==> config.mk <==
export PLATFORM = sky130hd
export DESIGN_NAME = dram_access_arbiter
export DESIGN_NICKNAME = d
export VERILOG_FILES = /design/src/rtl/dram_arb_pkg.sv /design/src/rtl/dram_req_latch.sv /design/src/rtl/dram_access_arbiter.sv
export SDC_FILE = /design/constraint.sdc
export NUM_CORES = 1
export LEC_CHECK = 0
export BUFFER_PORTS_ARGS = -buffer_cell sky130_fd_sc_hd__clkbuf_2
export CAP_MARGIN = 20
export CORE_AREA = 3 3 262 264
export DETAILED_ROUTE_END_ITERATION = 8
export DIE_AREA = 0 0 265 267
export PLACE_DENSITY = 0.41
export SLEW_MARGIN = 20
export SYNTH_ARGS = -nofsm -noshare
export SYNTH_HDL_FRONTEND = slang
export SYNTH_HIERARCHICAL = 1
export SYNTH_SLANG_ARGS = --single-unit
==> constraint.sdc <==
create_clock -name s_axi_aclk -period 3.4 [get_ports s_axi_aclk]
set_input_delay 0.51 -clock s_axi_aclk [delete_from_list [all_inputs] [get_ports s_axi_aclk]]
set_output_delay 0.51 -clock s_axi_aclk [all_outputs]
set_load 0.05 [all_outputs]
==> src/rtl/dram_arb_pkg.sv <==
// Shared definitions for the DRAM access arbiter: FSM state encoding and the
// bit positions inside the sticky error register.
package dram_arb_pkg;

  typedef enum logic [2:0] {
    ST_IDLE    = 3'd0,
    ST_RD_CMD  = 3'd1,
    ST_RD_DATA = 3'd2,
    ST_WR_CMD  = 3'd3,
    ST_WR_DATA = 3'd4,
    ST_WR_RESP = 3'd5
  } dram_arb_state_t;

  // err_sticky[ERR_DROP_BIT]  : a request arrived while that path already held one
  // err_sticky[ERR_RLAST_BIT] : m_rlast did not coincide with the expected last beat
  localparam int unsigned ERR_DROP_BIT  = 0;
  localparam int unsigned ERR_RLAST_BIT = 1;
  localparam int unsigned ERR_WIDTH     = 2;

endpackage

==> src/rtl/dram_req_latch.sv <==
// One-deep request holder for a single arbiter path.
// Ports:
//   clk, rst         : clock, asynchronous active-high reset
//   req_en           : one-cycle burst request strobe
//   req_addr/req_len : request fields, captured with req_en
//   clear            : command handshake for this path; frees the holder
//   pending          : a request is held and not yet handed to the DRAM master
//   addr/len         : held request fields
//   drop             : pulse, a request arrived while one was already held
module dram_req_latch
  import dram_arb_pkg::*;
#(
  parameter int unsigned ADDR_WIDTH = 39
) (
  input  logic                  clk,
  input  logic                  rst,
  input  logic                  req_en,
  input  logic [ADDR_WIDTH-1:0] req_addr,
  input  logic [7:0]            req_len,
  input  logic                  clear,
  output logic                  pending,
  output logic [ADDR_WIDTH-1:0] addr,
  output logic [7:0]            len,
  output logic                  drop
);

  logic                  pending_q, pending_d;
  logic [ADDR_WIDTH-1:0] addr_q, addr_d;
  logic [7:0]            len_q, len_d;
  logic                  accept_s;

  // Accept when empty or when the held request is leaving this very cycle,
  // so a back-to-back request during the handshake is never lost.
  always_comb begin
    accept_s  = req_en & (~pending_q | clear);
    drop      = req_en & pending_q & ~clear;
    pending_d = pending_q;
    addr_d    = addr_q;
    len_d     = len_q;
    if (accept_s) begin
      pending_d = 1'b1;
      addr_d    = req_addr;
      len_d     = req_len;
    end else if (clear) begin
      pending_d = 1'b0;
    end else begin
      pending_d = pending_q;
    end
  end

  // Request holder registers.
  always_ff @(posedge clk or posedge rst) begin
    if (rst) begin
      pending_q <= 1'b0;
      addr_q    <= {ADDR_WIDTH{1'b0}};
      len_q     <= 8'd0;
    end else begin
      pending_q <= pending_d;
      addr_q    <= addr_d;
      len_q     <= len_d;
    end
  end

  assign pending = pending_q;
  assign addr    = addr_q;
  assign len     = len_q;

endmodule

==> src/rtl/dram_access_arbiter.sv <==
// Single-port DRAM arbiter between the display read path and the AXI upload
// write path. One burst at a time is issued to the DRAM master; reads win
// arbitration unless a waiting write has already been passed over
// STARVE_LIMIT times.
// Ports:
//   s_axi_aclk, reset                 : clock, asynchronous active-high reset
//   dram_read_*                       : read request, returned beats, back-pressure, busy
//   dram_write_*                      : write request, write beats, ready, busy
//   m_cmd_*                           : burst command to the DRAM master (registered)
//   m_w*, m_r*, m_bdone               : DRAM master data channels and write completion
//   err_sticky                        : [0] dropped request, [1] rlast/beat-count mismatch
module dram_access_arbiter
  import dram_arb_pkg::*;
#(
  parameter int unsigned DRAM_ADDR_WIDTH = 39,
  parameter int unsigned DRAM_DATA_WIDTH = 128,
  parameter int unsigned STARVE_LIMIT    = 4
) (
  input  logic                       s_axi_aclk,
  input  logic                       reset,
  input  logic                       dram_read_en,
  input  logic [DRAM_ADDR_WIDTH-1:0] dram_read_addr,
  input  logic [7:0]                 dram_read_len,
  output logic [DRAM_DATA_WIDTH-1:0] dram_read_data,
  output logic                       dram_read_data_valid,
  input  logic                       dram_buffer_full,
  output logic                       dram_read_busy,
  input  logic                       dram_write_en,
  input  logic [DRAM_ADDR_WIDTH-1:0] dram_write_addr,
  input  logic [7:0]                 dram_write_len,
  input  logic [DRAM_DATA_WIDTH-1:0] dram_write_data,
  input  logic                       dram_write_data_valid,
  output logic                       dram_write_data_ready,
  output logic                       dram_write_busy,
  output logic                       m_cmd_valid,
  input  logic                       m_cmd_ready,
  output logic                       m_cmd_write,
  output logic [DRAM_ADDR_WIDTH-1:0] m_cmd_addr,
  output logic [7:0]                 m_cmd_len,
  output logic [DRAM_DATA_WIDTH-1:0] m_wdata,
  output logic                       m_wvalid,
  input  logic                       m_wready,
  output logic                       m_wlast,
  input  logic [DRAM_DATA_WIDTH-1:0] m_rdata,
  input  logic                       m_rvalid,
  output logic                       m_rready,
  input  logic                       m_rlast,
  input  logic                       m_bdone,
  output logic [ERR_WIDTH-1:0]       err_sticky
);

  localparam int unsigned     SC_W       = $clog2(STARVE_LIMIT + 1);
  localparam logic [SC_W-1:0] STARVE_MAX = SC_W'(STARVE_LIMIT);
  localparam logic [SC_W-1:0] STARVE_ONE = SC_W'(1'b1);

  dram_arb_state_t            state_q, state_d;
  logic                       cmd_valid_q, cmd_valid_d;
  logic                       cmd_write_q, cmd_write_d;
  logic [DRAM_ADDR_WIDTH-1:0] cmd_addr_q, cmd_addr_d;
  logic [7:0]                 cmd_len_q, cmd_len_d;
  logic [8:0]                 beat_cnt_q, beat_cnt_d;
  logic [SC_W-1:0]            starve_cnt_q, starve_cnt_d;
  logic [ERR_WIDTH-1:0]       err_q, err_d;

  logic                       rd_pending_s, wr_pending_s;
  logic [DRAM_ADDR_WIDTH-1:0] rd_addr_s, wr_addr_s;
  logic [7:0]                 rd_len_s, wr_len_s;
  logic                       rd_drop_s, wr_drop_s;
  logic                       rd_clear_s, wr_clear_s;
  logic                       grant_rd_s;
  logic                       rd_beat_s, wr_beat_s;
  logic                       last_beat_s;
  logic                       rlast_err_s;
  logic [8:0]                 beat_cnt_inc_s;

  dram_req_latch #(.ADDR_WIDTH(DRAM_ADDR_WIDTH)) u_rd_latch (
    .clk      (s_axi_aclk),
    .rst      (reset),
    .req_en   (dram_read_en),
    .req_addr (dram_read_addr),
    .req_len  (dram_read_len),
    .clear    (rd_clear_s),
    .pending  (rd_pending_s),
    .addr     (rd_addr_s),
    .len      (rd_len_s),
    .drop     (rd_drop_s)
  );

  dram_req_latch #(.ADDR_WIDTH(DRAM_ADDR_WIDTH)) u_wr_latch (
    .clk      (s_axi_aclk),
    .rst      (reset),
    .req_en   (dram_write_en),
    .req_addr (dram_write_addr),
    .req_len  (dram_write_len),
    .clear    (wr_clear_s),
    .pending  (wr_pending_s),
    .addr     (wr_addr_s),
    .len      (wr_len_s),
    .drop     (wr_drop_s)
  );

  // A read loses the arbitration only when a write has already waited through
  // STARVE_LIMIT read grants.
  assign grant_rd_s  = rd_pending_s & ~(wr_pending_s & (starve_cnt_q == STARVE_MAX));
  assign last_beat_s = (beat_cnt_q == {1'b0, cmd_len_q});
  // Beat counter saturates instead of wrapping if rlast never arrives.
  assign beat_cnt_inc_s = (beat_cnt_q == 9'h1FF) ? beat_cnt_q : (beat_cnt_q + 9'd1);

  // Next-state, command register and data-path steering.
  always_comb begin
    state_d               = state_q;
    cmd_valid_d           = cmd_valid_q;
    cmd_write_d           = cmd_write_q;
    cmd_addr_d            = cmd_addr_q;
    cmd_len_d             = cmd_len_q;
    beat_cnt_d            = beat_cnt_q;
    starve_cnt_d          = starve_cnt_q;
    rd_clear_s            = 1'b0;
    wr_clear_s            = 1'b0;
    rd_beat_s             = 1'b0;
    wr_beat_s             = 1'b0;
    rlast_err_s           = 1'b0;
    m_rready              = 1'b0;
    m_wvalid              = 1'b0;
    m_wlast               = 1'b0;
    m_wdata               = {DRAM_DATA_WIDTH{1'b0}};
    dram_write_data_ready = 1'b0;
    dram_read_data        = {DRAM_DATA_WIDTH{1'b0}};
    dram_read_data_valid  = 1'b0;

    case (state_q)
      ST_IDLE: begin
        if (grant_rd_s) begin
          state_d     = ST_RD_CMD;
          cmd_valid_d = 1'b1;
          cmd_write_d = 1'b0;
          cmd_addr_d  = rd_addr_s;
          cmd_len_d   = rd_len_s;
          beat_cnt_d  = 9'd0;
          if (wr_pending_s) begin
            starve_cnt_d = starve_cnt_q + STARVE_ONE;
          end else begin
            starve_cnt_d = starve_cnt_q;
          end
        end else if (wr_pending_s) begin
          state_d      = ST_WR_CMD;
          cmd_valid_d  = 1'b1;
          cmd_write_d  = 1'b1;
          cmd_addr_d   = wr_addr_s;
          cmd_len_d    = wr_len_s;
          beat_cnt_d   = 9'd0;
          starve_cnt_d = {SC_W{1'b0}};
        end else begin
          state_d = ST_IDLE;
        end
      end

      ST_RD_CMD: begin
        if (m_cmd_ready) begin
          state_d     = ST_RD_DATA;
          cmd_valid_d = 1'b0;
          rd_clear_s  = 1'b1;
        end else begin
          state_d = ST_RD_CMD;
        end
      end

      ST_RD_DATA: begin
        m_rready             = ~dram_buffer_full;
        rd_beat_s            = m_rvalid & ~dram_buffer_full;
        dram_read_data_valid = rd_beat_s;
        dram_read_data       = rd_beat_s ? m_rdata : {DRAM_DATA_WIDTH{1'b0}};
        if (rd_beat_s) begin
          beat_cnt_d = beat_cnt_inc_s;
          if (m_rlast) begin
            state_d     = ST_IDLE;
            rlast_err_s = ~last_beat_s;
          end else begin
            state_d = ST_RD_DATA;
          end
        end else begin
          state_d = ST_RD_DATA;
        end
      end

      ST_WR_CMD: begin
        if (m_cmd_ready) begin
          state_d     = ST_WR_DATA;
          cmd_valid_d = 1'b0;
          wr_clear_s  = 1'b1;
        end else begin
          state_d = ST_WR_CMD;
        end
      end

      ST_WR_DATA: begin
        m_wvalid              = dram_write_data_valid;
        m_wdata               = dram_write_data;
        m_wlast               = last_beat_s;
        dram_write_data_ready = m_wready;
        wr_beat_s             = dram_write_data_valid & m_wready;
        if (wr_beat_s) begin
          beat_cnt_d = beat_cnt_inc_s;
          state_d    = last_beat_s ? ST_WR_RESP : ST_WR_DATA;
        end else begin
          state_d = ST_WR_DATA;
        end
      end

      ST_WR_RESP: begin
        if (m_bdone) begin
          state_d = ST_IDLE;
        end else begin
          state_d = ST_WR_RESP;
        end
      end

      default: begin
        state_d     = ST_IDLE;
        cmd_valid_d = 1'b0;
      end
    endcase

    err_d                = err_q;
    err_d[ERR_DROP_BIT]  = err_q[ERR_DROP_BIT] | rd_drop_s | wr_drop_s;
    err_d[ERR_RLAST_BIT] = err_q[ERR_RLAST_BIT] | rlast_err_s;
  end

  // FSM state, command and bookkeeping registers.
  always_ff @(posedge s_axi_aclk or posedge reset) begin
    if (reset) begin
      state_q      <= ST_IDLE;
      cmd_valid_q  <= 1'b0;
      cmd_write_q  <= 1'b0;
      cmd_addr_q   <= {DRAM_ADDR_WIDTH{1'b0}};
      cmd_len_q    <= 8'd0;
      beat_cnt_q   <= 9'd0;
      starve_cnt_q <= {SC_W{1'b0}};
      err_q        <= {ERR_WIDTH{1'b0}};
    end else begin
      state_q      <= state_d;
      cmd_valid_q  <= cmd_valid_d;
      cmd_write_q  <= cmd_write_d;
      cmd_addr_q   <= cmd_addr_d;
      cmd_len_q    <= cmd_len_d;
      beat_cnt_q   <= beat_cnt_d;
      starve_cnt_q <= starve_cnt_d;
      err_q        <= err_d;
    end
  end

  assign m_cmd_valid     = cmd_valid_q;
  assign m_cmd_write     = cmd_write_q;
  assign m_cmd_addr      = cmd_addr_q;
  assign m_cmd_len       = cmd_len_q;
  assign err_sticky      = err_q;
  assign dram_read_busy  = rd_pending_s | (state_q == ST_RD_CMD) | (state_q == ST_RD_DATA);
  assign dram_write_busy = wr_pending_s | (state_q == ST_WR_CMD) | (state_q == ST_WR_DATA)
                         | (state_q == ST_WR_RESP);

endmodule

==> results of run 1 <==
-- cell usage after synthesis, drive strengths merged (4+ instances only) --
cell,count
buf,14
and2,259
nand2,109
mux2,95
inv,10
xnor2,7
ha,4
a21oi,10
a31oi,48
clkbuf,50
o21ai,7
nor2,62
nand2b,7
nand3,8
dfrtp,162
-- registers in the layout, summed over array words and instances (netlist names), 2 cells and up --
| register | flops |
|---|---|
| state_q | 3 |
| m_cmd_len | 8 |
| err_sticky | 2 |
| u_rd_latch/addr | 39 |
| starve_cnt_q | 3 |
| beat_cnt_q | 9 |
| u_rd_latch/len | 8 |
| u_wr_latch/addr | 39 |
| u_wr_latch/len | 8 |
| m_cmd_addr | 39 |
-- worst max-delay path, stage by stage, from the launching register on --
cell and delay (ps):
sky130_fd_sc_hd__dfrtp_1 560, sky130_fd_sc_hd__or3b_4 470, sky130_fd_sc_hd__nor2_4 150, sky130_fd_sc_hd__buf_6 410, sky130_fd_sc_hd__and2_1 220, sky130_fd_sc_hd__clkbuf_2 290
-- metrics by stage --
step	hold slack, ps	setup WS, ps	power [uW]	instance area (um2)
4_1_cts	189	84.7	12500	13800
3_5_place_dp	465	590	10400	13200
2_1_floorplan	479	810	8260	8850
5_1_grt	116	104	13000	13800
6_report	103	317	12300	13800
3_3_place_gp	467	645	10300	13200
-- power groups by stage --
stage               Combinational [uW]  Clock (uW)  Sequential (uW)
floorplan                         3870           0             4390
global placement                  6800           0             3520
detailed placement                6860           0             3540
CTS                               6870        2100             3520
global route                      7220        2180             3650
finish                            6730        2040             3510
-- area by class of cell --
cell class	instances	area, um2	area share, %
multi-input combinational	654	4480	32.5
sequential	162	4050	29.4
timing repair buffer	686	3520	25.5
tap	873	1090	7.91
clock buffer	18	439	3.18
clock inverter	14	168	1.21
inverter	10	38.8	0.281
antenna	6	15.0	0.109
-- how the worst min path moves through the flow --
stage / start / end / slack [ps] / cells after the start
detailed placement: err_sticky[0] / err_sticky[0] / 470 / 1
floorplan: u_rd_latch/addr[0] / u_rd_latch/addr[0] / 480 / 1
finish: reset / u_rd_latch/addr[8] / 100 / 2
global route: reset / u_rd_latch/addr[8] / 120 / 2
CTS: reset / u_wr_latch/addr[38] / 190 / 2
global placement: err_sticky[0] / err_sticky[0] / 470 / 1
-- per-layer routing --
metal | vias up | wire length (um) | track usage, %
met4 | 20 | 1090 | 3.77
met1 | 4494 | 27300 | 22.0
li1 | 4198 | - | -
met3 | 76 | 6490 | 7.33
met5 | - | 126 | 0
met2 | 430 | 31400 | 29.9
-- cell families (layout without fill, tap and decap cells) --
| logic type | Yosys count | after routing | synth area share [%] |
|---|---|---|---|
| multiplexers | 97 | 97 | 14.9 |
| other | 0 | 6 | 0 |
| buffers and inverters | 74 | 728 | 3.94 |
| AND/OR/NAND/NOR | 464 | 464 | 28.2 |
| flip-flops | 162 | 162 | 45.8 |
| XOR/XNOR | 9 | 9 | 0.891 |
| adder cells (fa/ha/maj) | 4 | 4 | 0.565 |
| AO/OA/AOI/OAI | 80 | 80 | 5.77 |
==> run summary, run 1 <==
LAYOUT
--------------------------------------------------------------------------------------
Most common library cell in the layout ignoring fill and taps             sky130_fd_sc_hd__clkbuf_2
Post-route core utilization                                                      20.7%
Synth-to-layout area growth                                                      56.0%
Number of non-filler instances in the completed layout                            2423
Number of fill cells in the layout                                                7571
# nets final                                                                      1896
Most frequent cells in the layout                                         sky130_fd_sc_hd__clkbuf_2 (674), sky130_fd_sc_hd__and2_1 (258), sky130_fd_sc_hd__dfrtp_1 (162)
Fraction of layout instances using a drive strength above 1                      53.6%

LOGIC SYNTHESIS
--------------------------------------------------------------------------------------
Cell taking the most area after synthesis                                 sky130_fd_sc_hd__dfrtp_1
Top cell type's share of synthesized area                                        45.8%
Async SR Flop Fraction                                                            100%
Most instantiated flip-flop cell in the synthesis netlist                 sky130_fd_sc_hd__dfrtp_1
Register bit total from synthesis                                                  162
Fraction of the yosys area taken by sequential cells                             45.8%
Number of distinct standard cells referenced by the synthesized netlist             43
Post-synth net total                                                              1255
Count of flip-flops with a built-in enable after synthesis                           0
Synth Cell Area                                                               8850 um2
Yosys synthesis warning count                                                        6
Number of instances in the synthesized netlist                                     890
Cell types with the largest area share after synthesis                    sky130_fd_sc_hd__dfrtp_1 (46%), sky130_fd_sc_hd__and2_1 (18%), sky130_fd_sc_hd__mux2_4 (10%)
Synthesized area divided by synthesized cell count                            9.94 um2

DRT
--------------------------------------------------------------------------------------
Total via count in the routed design                                              9218
Detail Route Antenna Nets                                                            0
Detailed Route Iter0 Violations                                                    381
Number of detailed-route iterations in the first pass                                4
Detail-routed net length per standard cell                                     27.4 um
Total length of routed wires                                                   66.4 mm
DRC Markers                                                                          0
Per-cell via count in the routed design                                           3.80

TIMING
--------------------------------------------------------------------------------------
Setup skew after layout                                                        13.0 ps
Period utilization                                                               90.7%
Sum of negative setup slack                                                       0 ps
Worst slew margin relative to its limit                                          31.4%
Maximum clock frequency                                                        324 MHz
Max-slew violation count                                                             0
Final setup fails                                                                    0
Final critical delay including setup and external delays                       3080 ps
Slew at the pin closest to its max-slew limit                                  1030 ps
Final Hold Fails                                                                     0
Unrepaired setup endpoints after global routing                                  false

GLOBAL ROUTING
--------------------------------------------------------------------------------------
Number of global-route vias before repair                                         9231
Total overflow reported by the global router                                         0
All-layer global routing usage                                                   18.0%
Global-route wire length before repair                                         85.9 mm
Maximum number of pins on one net before global-route repair                       132
Antenna violations before repair                                                    36

STATUS
--------------------------------------------------------------------------------------
Status                                                                    finished clean

CLOCKING
--------------------------------------------------------------------------------------
Post-CTS Setup Inserts                                                               0
Total number of clock tree sinks                                                   162
Root Buffer Master                                                        sky130_fd_sc_hd__clkbuf_16
Clock-pin slew on the worst setup and hold paths                                 80 ps
H-tree Lvls                                                                          4
Resized cells post-CTS                                                               0
Number of buffers inserted during clock tree synthesis                              17
TritonCTS clock tree                                                               yes
Clock Path Buffers                                                                   2
Hold-fix buffer count after cts                                                      0
Latest clock arrival within the worst-skew pair                                 450 ps

PWR
--------------------------------------------------------------------------------------
Sequential group share of total power                                            28.6%
Net switching power figure                                                     6190 uW
Worst VDD drop                                                                  411 uV
Power share of the combinational group                                           54.8%
Leak pwr                                                                    0.00734 uW
Net switching share of the total power                                           50.4%
Power density normalized to cell area                                       889 nW/um2
Part of the power in the clock network                                           16.6%
Internal power contribution                                                    6090 uW

SETUP PATH
--------------------------------------------------------------------------------------
Required time of the worst setup path                                          2890 ps
Setup slack on the worst flop-to-flop path                                      680 ps
Crit end category                                                          output port
Critical path fanouts, max                                                          97
Critical Path Start Type                                                      register
End point of the critical path                                            dram_read_data[70]
Worst setup path category                                                 register to output port
Data arrival time of the critical path                                         2570 ps
Crit path launch                                                            state_q[1]
Endpoint of the lowest-slack register-to-register path                    beat_cnt_q[7]
Worst R2R Start                                                           beat_cnt_q[0]
FF-to-FF path depth                                                                  9

FLOORPLANNING
--------------------------------------------------------------------------------------
Y dimension of the die                                                          267 um
Width of the chip                                                               265 um
Number of primary I/O pins                                                         675
Die Area                                                                     70800 um2
Initial standard-cell utilization of the core                                    13.2%
Cell Rows                                                                           95
Core area                                                                    66800 um2

HOLD PATH
--------------------------------------------------------------------------------------
Type of the most critical hold path                                       input pin to asynchronous set/reset pin

RUN
--------------------------------------------------------------------------------------
Number of violations of the max-capacitance limit                                    0

PLACED DESIGN
--------------------------------------------------------------------------------------
Weighted congestion at the end of routability-driven global placement            0.932
Port Buf Inserts                                                                   674
Cell count after placement                                                        2384
Detailed placement HPWL                                                        57.1 mm

No activity file was read; power rests on OpenSTA's default activity.
==> run 2: changes to the inputs <==
--- a/config.mk
+++ b/config.mk
@@ -7,10 +7,11 @@
 export LEC_CHECK = 0
 export BUFFER_PORTS_ARGS = -buffer_cell sky130_fd_sc_hd__clkbuf_2
 export CAP_MARGIN = 20
-export CORE_AREA = 3 3 262 264
+export CORE_AREA = 3 3 259 261
+export CTS_BUF_LIST = sky130_fd_sc_hd__clkbuf_4
 export DETAILED_ROUTE_END_ITERATION = 8
-export DIE_AREA = 0 0 265 267
-export PLACE_DENSITY = 0.41
+export DIE_AREA = 0 0 262 264
+export PLACE_DENSITY = 0.42
 export SLEW_MARGIN = 20
 export SYNTH_ARGS = -nofsm -noshare
 export SYNTH_HDL_FRONTEND = slang
==> constraint.sdc (replaced) <==
create_clock -name s_axi_aclk -period 3.1 [get_ports s_axi_aclk]
set_input_delay 0.465 -clock s_axi_aclk [delete_from_list [all_inputs] [get_ports s_axi_aclk]]
set_output_delay 0.465 -clock s_axi_aclk [all_outputs]
set_load 0.05 [all_outputs]
==> run summary, run 2 (same netlist as run 1, synthesis figures left out) <==
DRT
------------------------------------------------------------------------------------
Total via count in the routed design                                            9472   +2.8%
Detail-routed net length per standard cell                                   25.8 um   -5.8%
DRC Markers                                                                        0   unchanged
Per-cell via count in the routed design                                         3.79   -0.29%
Detailed Route Iter0 Violations                                                  403   +5.8%
Detail Route Antenna Nets                                                          0   unchanged
Number of detailed-route iterations in the first pass                              4   unchanged
Total length of routed wires                                                 64.5 mm   -2.9%

CLOCKING
------------------------------------------------------------------------------------
Number of buffers inserted during clock tree synthesis                            17   unchanged
Root Buffer Master                                                      sky130_fd_sc_hd__clkbuf_4
Total number of clock tree sinks                                                 162   unchanged
H-tree Lvls                                                                        4   unchanged
TritonCTS clock tree                                                             yes
Latest clock arrival within the worst-skew pair                               610 ps   +160 ps
Clock Path Buffers                                                                 2   unchanged
Clock-pin slew on the worst setup and hold paths                              160 ps   +80 ps

SETUP PATH
------------------------------------------------------------------------------------
Required time of the worst setup path                                        2630 ps   -260 ps
Delay contributed by the slowest stage of the critical path                   450 ps   -110 ps
FF-to-FF path depth                                                                9   unchanged
Crit end category                                                        output port
Ordered list of cells on the worst path                                 or3b_4 > nor2_4 > bufbuf_16 > and2_1 > clkbuf_4
Data arrival time of the critical path                                       2540 ps   -30 ps
Worst R2R Start                                                         beat_cnt_q[0]
Endpoint of the lowest-slack register-to-register path                  beat_cnt_q[5]
Critical path fanouts, max                                                        64   -34%
Setup slack on the worst flop-to-flop path                                    440 ps   -240 ps
Crit-path slowest cell                                                  sky130_fd_sc_hd__dfrtp_2
Critical Path Start Type                                                    register
Worst setup path category                                               register to output port

LAYOUT
------------------------------------------------------------------------------------
# nets final                                                                    1971   +4.0%
Fraction of layout instances using a drive strength above 1                    52.1%   -1.4 points
Most frequent cells in the layout                                       sky130_fd_sc_hd__clkbuf_2 (558), sky130_fd_sc_hd__and2_1 (257), sky130_fd_sc_hd__dfrtp_1 (159)
Number of fill cells in the layout                                              7317   -3.4%
Multi-input logic area                                                      4480 um2   about the same
Most common library cell in the layout ignoring fill and taps           sky130_fd_sc_hd__clkbuf_2
Combined flip-flop and latch cell area                                      4060 um2   about the same
Synth-to-layout area growth                                                    65.0%

PLACED DESIGN
------------------------------------------------------------------------------------
Port Buf Inserts                                                                 674   unchanged
Post-place setup slack                                                        494 ps   -96.4 ps
Weighted congestion at the end of routability-driven global placement          0.949   +1.9%
Detailed placement HPWL                                                      55.3 mm   -3.3%

TIMING
------------------------------------------------------------------------------------
Period utilization                                                             97.0%
Worst slew margin relative to its limit                                        49.2%   +18 points
Slew at the pin closest to its max-slew limit                                 759 ps   -270 ps
Maximum clock frequency                                                      332 MHz
Unrepaired setup endpoints after global routing                                 true
Final setup fails                                                                  0   unchanged
Max-slew violation count                                                           0   unchanged
Final critical delay including setup and external delays                     3010 ps
Setup skew after layout                                                      21.5 ps   +8.46 ps
Final Hold Fails                                                                   0   unchanged
Post-route setup slack                                                       92.4 ps   -224 ps
Sum of negative setup slack                                                     0 ps   unchanged

HOLD PATH
------------------------------------------------------------------------------------
Start point of the worst min-delay path                                 dram_read_len[0]
Number of cells traversed by the worst hold path                                   2
Type of the most critical hold path                                     input pin to register
Endpoint, Worst Hold                                                    u_rd_latch/len[0]

PWR
------------------------------------------------------------------------------------
Power density normalized to cell area                                     872 nW/um2   -1.9%
Leak pwr                                                                  0.00759 uW   +3.4%
Worst VDD drop                                                                427 uV   +4.0%
Total chip power                                                            12700 uW   +3.7%

FLOORPLANNING
------------------------------------------------------------------------------------
Die Area                                                                   69200 um2   -2.2%
Cell Rows                                                                         93   -2.1%
Initial standard-cell utilization of the core                                  13.7%   +0.43 points
Number of primary I/O pins                                                       675   unchanged
Core area                                                                  64700 um2   -3.2%
Y dimension of the die                                                        264 um   -1.1%
Width of the chip                                                             262 um   -1.1%

GLOBAL ROUTING
------------------------------------------------------------------------------------
Global-route wire length before repair                                       84.3 mm   -1.8%
Antenna violations before repair                                                  47   +31%
Total overflow reported by the global router                                       0   unchanged
All-layer global routing usage                                                 17.9%   -0.15 points
Maximum number of pins on one net before global-route repair                      88   -33%
Number of global-route vias before repair                                       9670   +4.8%

STATUS
------------------------------------------------------------------------------------
Status                                                                  finished clean

RUN
------------------------------------------------------------------------------------
Number of violations of the max-capacitance limit                                  0   unchanged

run 2: worst max-delay path by stage:
stage	cells after the start	slack, ps	end	startpoint
2_1_floorplan	4	550	dram_read_data[118]	state_q[0]
3_3_place_gp	9	390	beat_cnt_q[5]	beat_cnt_q[0]
3_5_place_dp	8	490	beat_cnt_q[5]	beat_cnt_q[0]
4_1_cts	5	-20	dram_read_data[12]	state_q[2]
5_1_grt	5	-80	dram_read_data[12]	state_q[2]
6_report	5	90	dram_read_data[12]	state_q[2]
run 2: through the flow:
stage	instances	utilization, %	hold WS [ps]	cell area [um2]
2_1_floorplan	890	-	479	8850
3_3_place_gp	2374	20.5	465	13300
3_5_place_dp	2374	20.5	471	13300
4_1_cts	2474	22.4	0.999	14500
5_1_grt	2486	22.5	14.0	14600
6_report	2497	22.6	92.0	14600
run 2: power breakdown:
group / total, uW / internal, uW / switching [uW]
sequential: 3820 / 3150 / 662
clock: 1250 / 352 / 895
combinational: 7670 / 2560 / 5100
total: 12700 / 6070 / 6660
run 2: critical path, delay by kind of cell (launching register included):
family                 cells  cell delay (ps)
buffers and inverters      2              640
DFF                        1              450
and+or+nand+nor            3              830
run 2: area by class of cell:
cell class / instances / area share, %
flip-flops and latches: 162 / 27.8
clock inverters: 14 / 0.831
clock buffers: 18 / 0.926
diodes: 23 / 0.394
well taps: 855 / 7.33
repair buffers: 761 / 31.8
multi-input cells: 654 / 30.7
inverters: 10 / 0.266
run 2: layer usage:
metal	up-vias	track usage, %	part of all wire, %
met2	444	27.1	44
met5	-	0	0.20
met1	4577	23.1	43
met4	20	5.33	1.8
met3	58	7.50	11
li1	4373	-	-
run 2: repair_timing:
item,CTS,global route
cloned,2,0
hold buffers,62,0
pin swaps,0,1
resized for setup,95,39
endpoints found under the hold margin,106,0
setup endpoints to repair,207,117
buffers inserted,4,0
==> run 3: changes to the inputs <==
--- a/config.mk
+++ b/config.mk
@@ -7,11 +7,14 @@
 export LEC_CHECK = 0
 export BUFFER_PORTS_ARGS = -buffer_cell sky130_fd_sc_hd__clkbuf_2
 export CAP_MARGIN = 20
-export CORE_AREA = 3 3 259 261
+export CELL_PAD_IN_SITES_DETAIL_PLACEMENT = 1
+export CELL_PAD_IN_SITES_GLOBAL_PLACEMENT = 1
+export CORE_AREA = 3 3 261 263
 export CTS_BUF_LIST = sky130_fd_sc_hd__clkbuf_4
+export CTS_CLUSTER_DIAMETER = 40
 export DETAILED_ROUTE_END_ITERATION = 8
-export DIE_AREA = 0 0 262 264
-export PLACE_DENSITY = 0.42
+export DIE_AREA = 0 0 264 266
+export PLACE_DENSITY = 0.52
 export SLEW_MARGIN = 20
 export SYNTH_ARGS = -nofsm -noshare
 export SYNTH_HDL_FRONTEND = slang
==> run summary, run 3 (same netlist as run 1, synthesis figures left out) <==
CLOCKING
------------------------------------------------------------------------------------
Root Buffer Master                                                      sky130_fd_sc_hd__clkbuf_4
Clock Path Buffers                                                                 2   unchanged
H-tree Lvls                                                                        4   unchanged
Total number of clock tree sinks                                                 162   unchanged
TritonCTS clock tree                                                             yes
Number of buffers inserted during clock tree synthesis                            17   unchanged
Latest clock arrival within the worst-skew pair                               620 ps   about the same
Clock-pin slew on the worst setup and hold paths                              160 ps   about the same

LAYOUT
------------------------------------------------------------------------------------
Most common library cell in the layout ignoring fill and taps           sky130_fd_sc_hd__clkbuf_2
Most frequent cells in the layout                                       sky130_fd_sc_hd__clkbuf_2 (567), sky130_fd_sc_hd__and2_1 (258), sky130_fd_sc_hd__dfrtp_1 (159)
Synth-to-layout area growth                                                    67.4%
Final standard cell area without fillers                                   14800 um2   +1.5%
# nets final                                                                    1991   +1.0%
Number of non-filler instances in the completed layout                          2515   +0.72%
Fraction of layout instances using a drive strength above 1                    51.5%   -0.64 points
Post-route core utilization                                                    22.5%   -0.069 points

SETUP PATH
------------------------------------------------------------------------------------
Critical path fanouts, max                                                        32   -50%
Cell class contributing the biggest share of worst-path delay           simple AND/OR/NAND/NOR gates
Buffering stage count on the worst path with inverters included                    2   unchanged
Critical Path Start Type                                                    register
CP Depth                                                                           5   unchanged
Required time of the worst setup path                                        2630 ps   about the same
FF-to-FF path depth                                                                9   unchanged
Data arrival time of the critical path                                       2490 ps   -50 ps
Crit end category                                                        output port
Ordered list of cells on the worst path                                 or3b_4 > nor2_4 > bufbuf_16 > and2_1 > buf_2
Crit-path slowest cell                                                  sky130_fd_sc_hd__dfrtp_2
Worst setup path category                                               register to output port
Delay contributed by the slowest stage of the critical path                   450 ps   about the same

TIMING
------------------------------------------------------------------------------------
Slew at the pin closest to its max-slew limit                                 896 ps   +136 ps
Unrepaired setup endpoints after global routing                                false
Worst slew margin relative to its limit                                        40.2%   -9.0 points
Period utilization                                                             95.3%   -1.7 points
Max-slew violation count                                                           0   unchanged
Maximum clock frequency                                                      338 MHz   +1.8%
Sum of negative setup slack                                                     0 ps   unchanged
Final Hold Fails                                                                   0   unchanged
Final setup fails                                                                  0   unchanged
Final critical delay including setup and external delays                     2950 ps   -53.3 ps
Setup skew after layout                                                      30.7 ps   +9.20 ps

PLACED DESIGN
------------------------------------------------------------------------------------
Port Buf Inserts                                                                 674   unchanged
Weighted congestion at the end of routability-driven global placement          0.921   -3.0%
Cell count after placement                                                      2378   +0.17%
Placed standard-cell area                                                  13200 um2   -0.54%
Detailed placement HPWL                                                      60.0 mm   +8.6%

HOLD PATH
------------------------------------------------------------------------------------
Number of cells traversed by the worst hold path                                   2   unchanged
Type of the most critical hold path                                     input pin to register

FLOORPLANNING
------------------------------------------------------------------------------------
Die Area                                                                   70200 um2   +1.5%
Width of the chip                                                             264 um   +0.76%
Number of primary I/O pins                                                       675   unchanged
Initial standard-cell utilization of the core                                  13.4%   -0.24 points
Cell Rows                                                                         94   +1.1%
Core area                                                                  65900 um2   +1.8%
Y dimension of the die                                                        266 um   +0.76%

GLOBAL ROUTING
------------------------------------------------------------------------------------
Most heavily used metal layer in global routing                                 met2
GR Layer Usage met1                                                            23.4%   +0.34 points
Global-route wire length before repair                                       93.9 mm   +11%
Met2 usage                                                                     29.8%   +2.7 points
Fraction of met3 tracks used by global routing                                 12.5%   +5.0 points
Maximum number of pins on one net before global-route repair                     100   +14%
Antenna violations before repair                                                  75   +60%
Total overflow reported by the global router                                       0   unchanged
Number of global-route vias before repair                                      10495   +8.5%
All-layer global routing usage                                                 19.5%   +1.7 points

DRT
------------------------------------------------------------------------------------
Detail Route Antenna Nets                                                          0   unchanged
Total via count in the routed design                                            9861   +4.1%
Per-cell via count in the routed design                                         3.92   +3.4%
Detail-routed net length per standard cell                                   28.2 um   +9.2%
Number of detailed-route iterations in the first pass                              4   unchanged
DRC Markers                                                                        0   unchanged
Total length of routed wires                                                 71.0 mm   +10%
Detailed Route Iter0 Violations                                                  344   -15%

PWR
------------------------------------------------------------------------------------
Power density normalized to cell area                                     882 nW/um2   +1.2%
Leak pwr                                                                  0.00769 uW   +1.3%
Worst VDD drop                                                                493 uV   +15%

STATUS
------------------------------------------------------------------------------------
Status                                                                  finished clean

RUN
------------------------------------------------------------------------------------
Number of violations of the max-capacitance limit                                  0   unchanged

## run 3: cell count changes in the layout (fill, tap and decap cells not counted), sizes merged, moves of 3 or more
| cell | change |
|---|---|
| dlygate4sd3 | +19 |
| bufinv | +3 |
| diode | -11 |
| clkbuf | +10 |
| buf | -9 |
## run 3: area by class of cell
cell class / instances / area [um2]
Fill cell: 7828 / 51000
Timing Repair Buffer: 781 / 4800
Multi-Input combinational cell: 654 / 4480
Sequential cell: 162 / 4060
Tap cell: 864 / 1080
Clock inverter: 15 / 194
Clock buffer: 17 / 128
Inverter: 10 / 40.0
Antenna cell: 12 / 30.0
## run 3: through the flow
stage               power (uW)  hold WS, ps  setup WS [ps]
finish                   13100         90.9            146
global route             13900         22.2           3.16
CTS                      13300        0.310           24.2
detailed placement       11500          492            350
global placement         11300          466            380
floorplan                 9060          479            555
## run 3: repair_timing
item                                   CTS  global route
hold buffers                            81             0
endpoints found under the hold margin  128             0
setup buffers                            9             0
gates cloned                             3             0
pin swaps                                1             0
resized for setup                      110             7
setup endpoints to repair              175             7
## run 3: final timing paths
| path | slack [ps] | from | endpoint |
|---|---|---|---|
| worst max-delay path | 150 | state_q[2] | dram_read_data[29] |
| min in group asynchronous | 490 | reset | m_cmd_addr[30] |
| max in group asynchronous | 1820 | reset | u_wr_latch/addr[0] |
| worst min-delay path | 90 | dram_read_addr[30] | u_rd_latch/addr[30] |
| worst min register to register | 520 | err_sticky[1] | err_sticky[1] |
| worst max register to register | 390 | beat_cnt_q[0] | beat_cnt_q[7] |
## run 3: routing by layer
metal	up-vias	wire, um	share of wire, %
li1	4396	-	-
met1	4801	28900	41
met2	505	30900	44
met3	111	9930	14
met4	48	947	1.3
met5	-	301	0.42
## run 3: where the power goes
part	total (uW)	internal [uW]	switching (uW)	leakage (uW)
Combinational	7780	2590	5190	0.00561
Sequential	3820	3150	662	0.00191
Clock	1480	584	892	0.000170
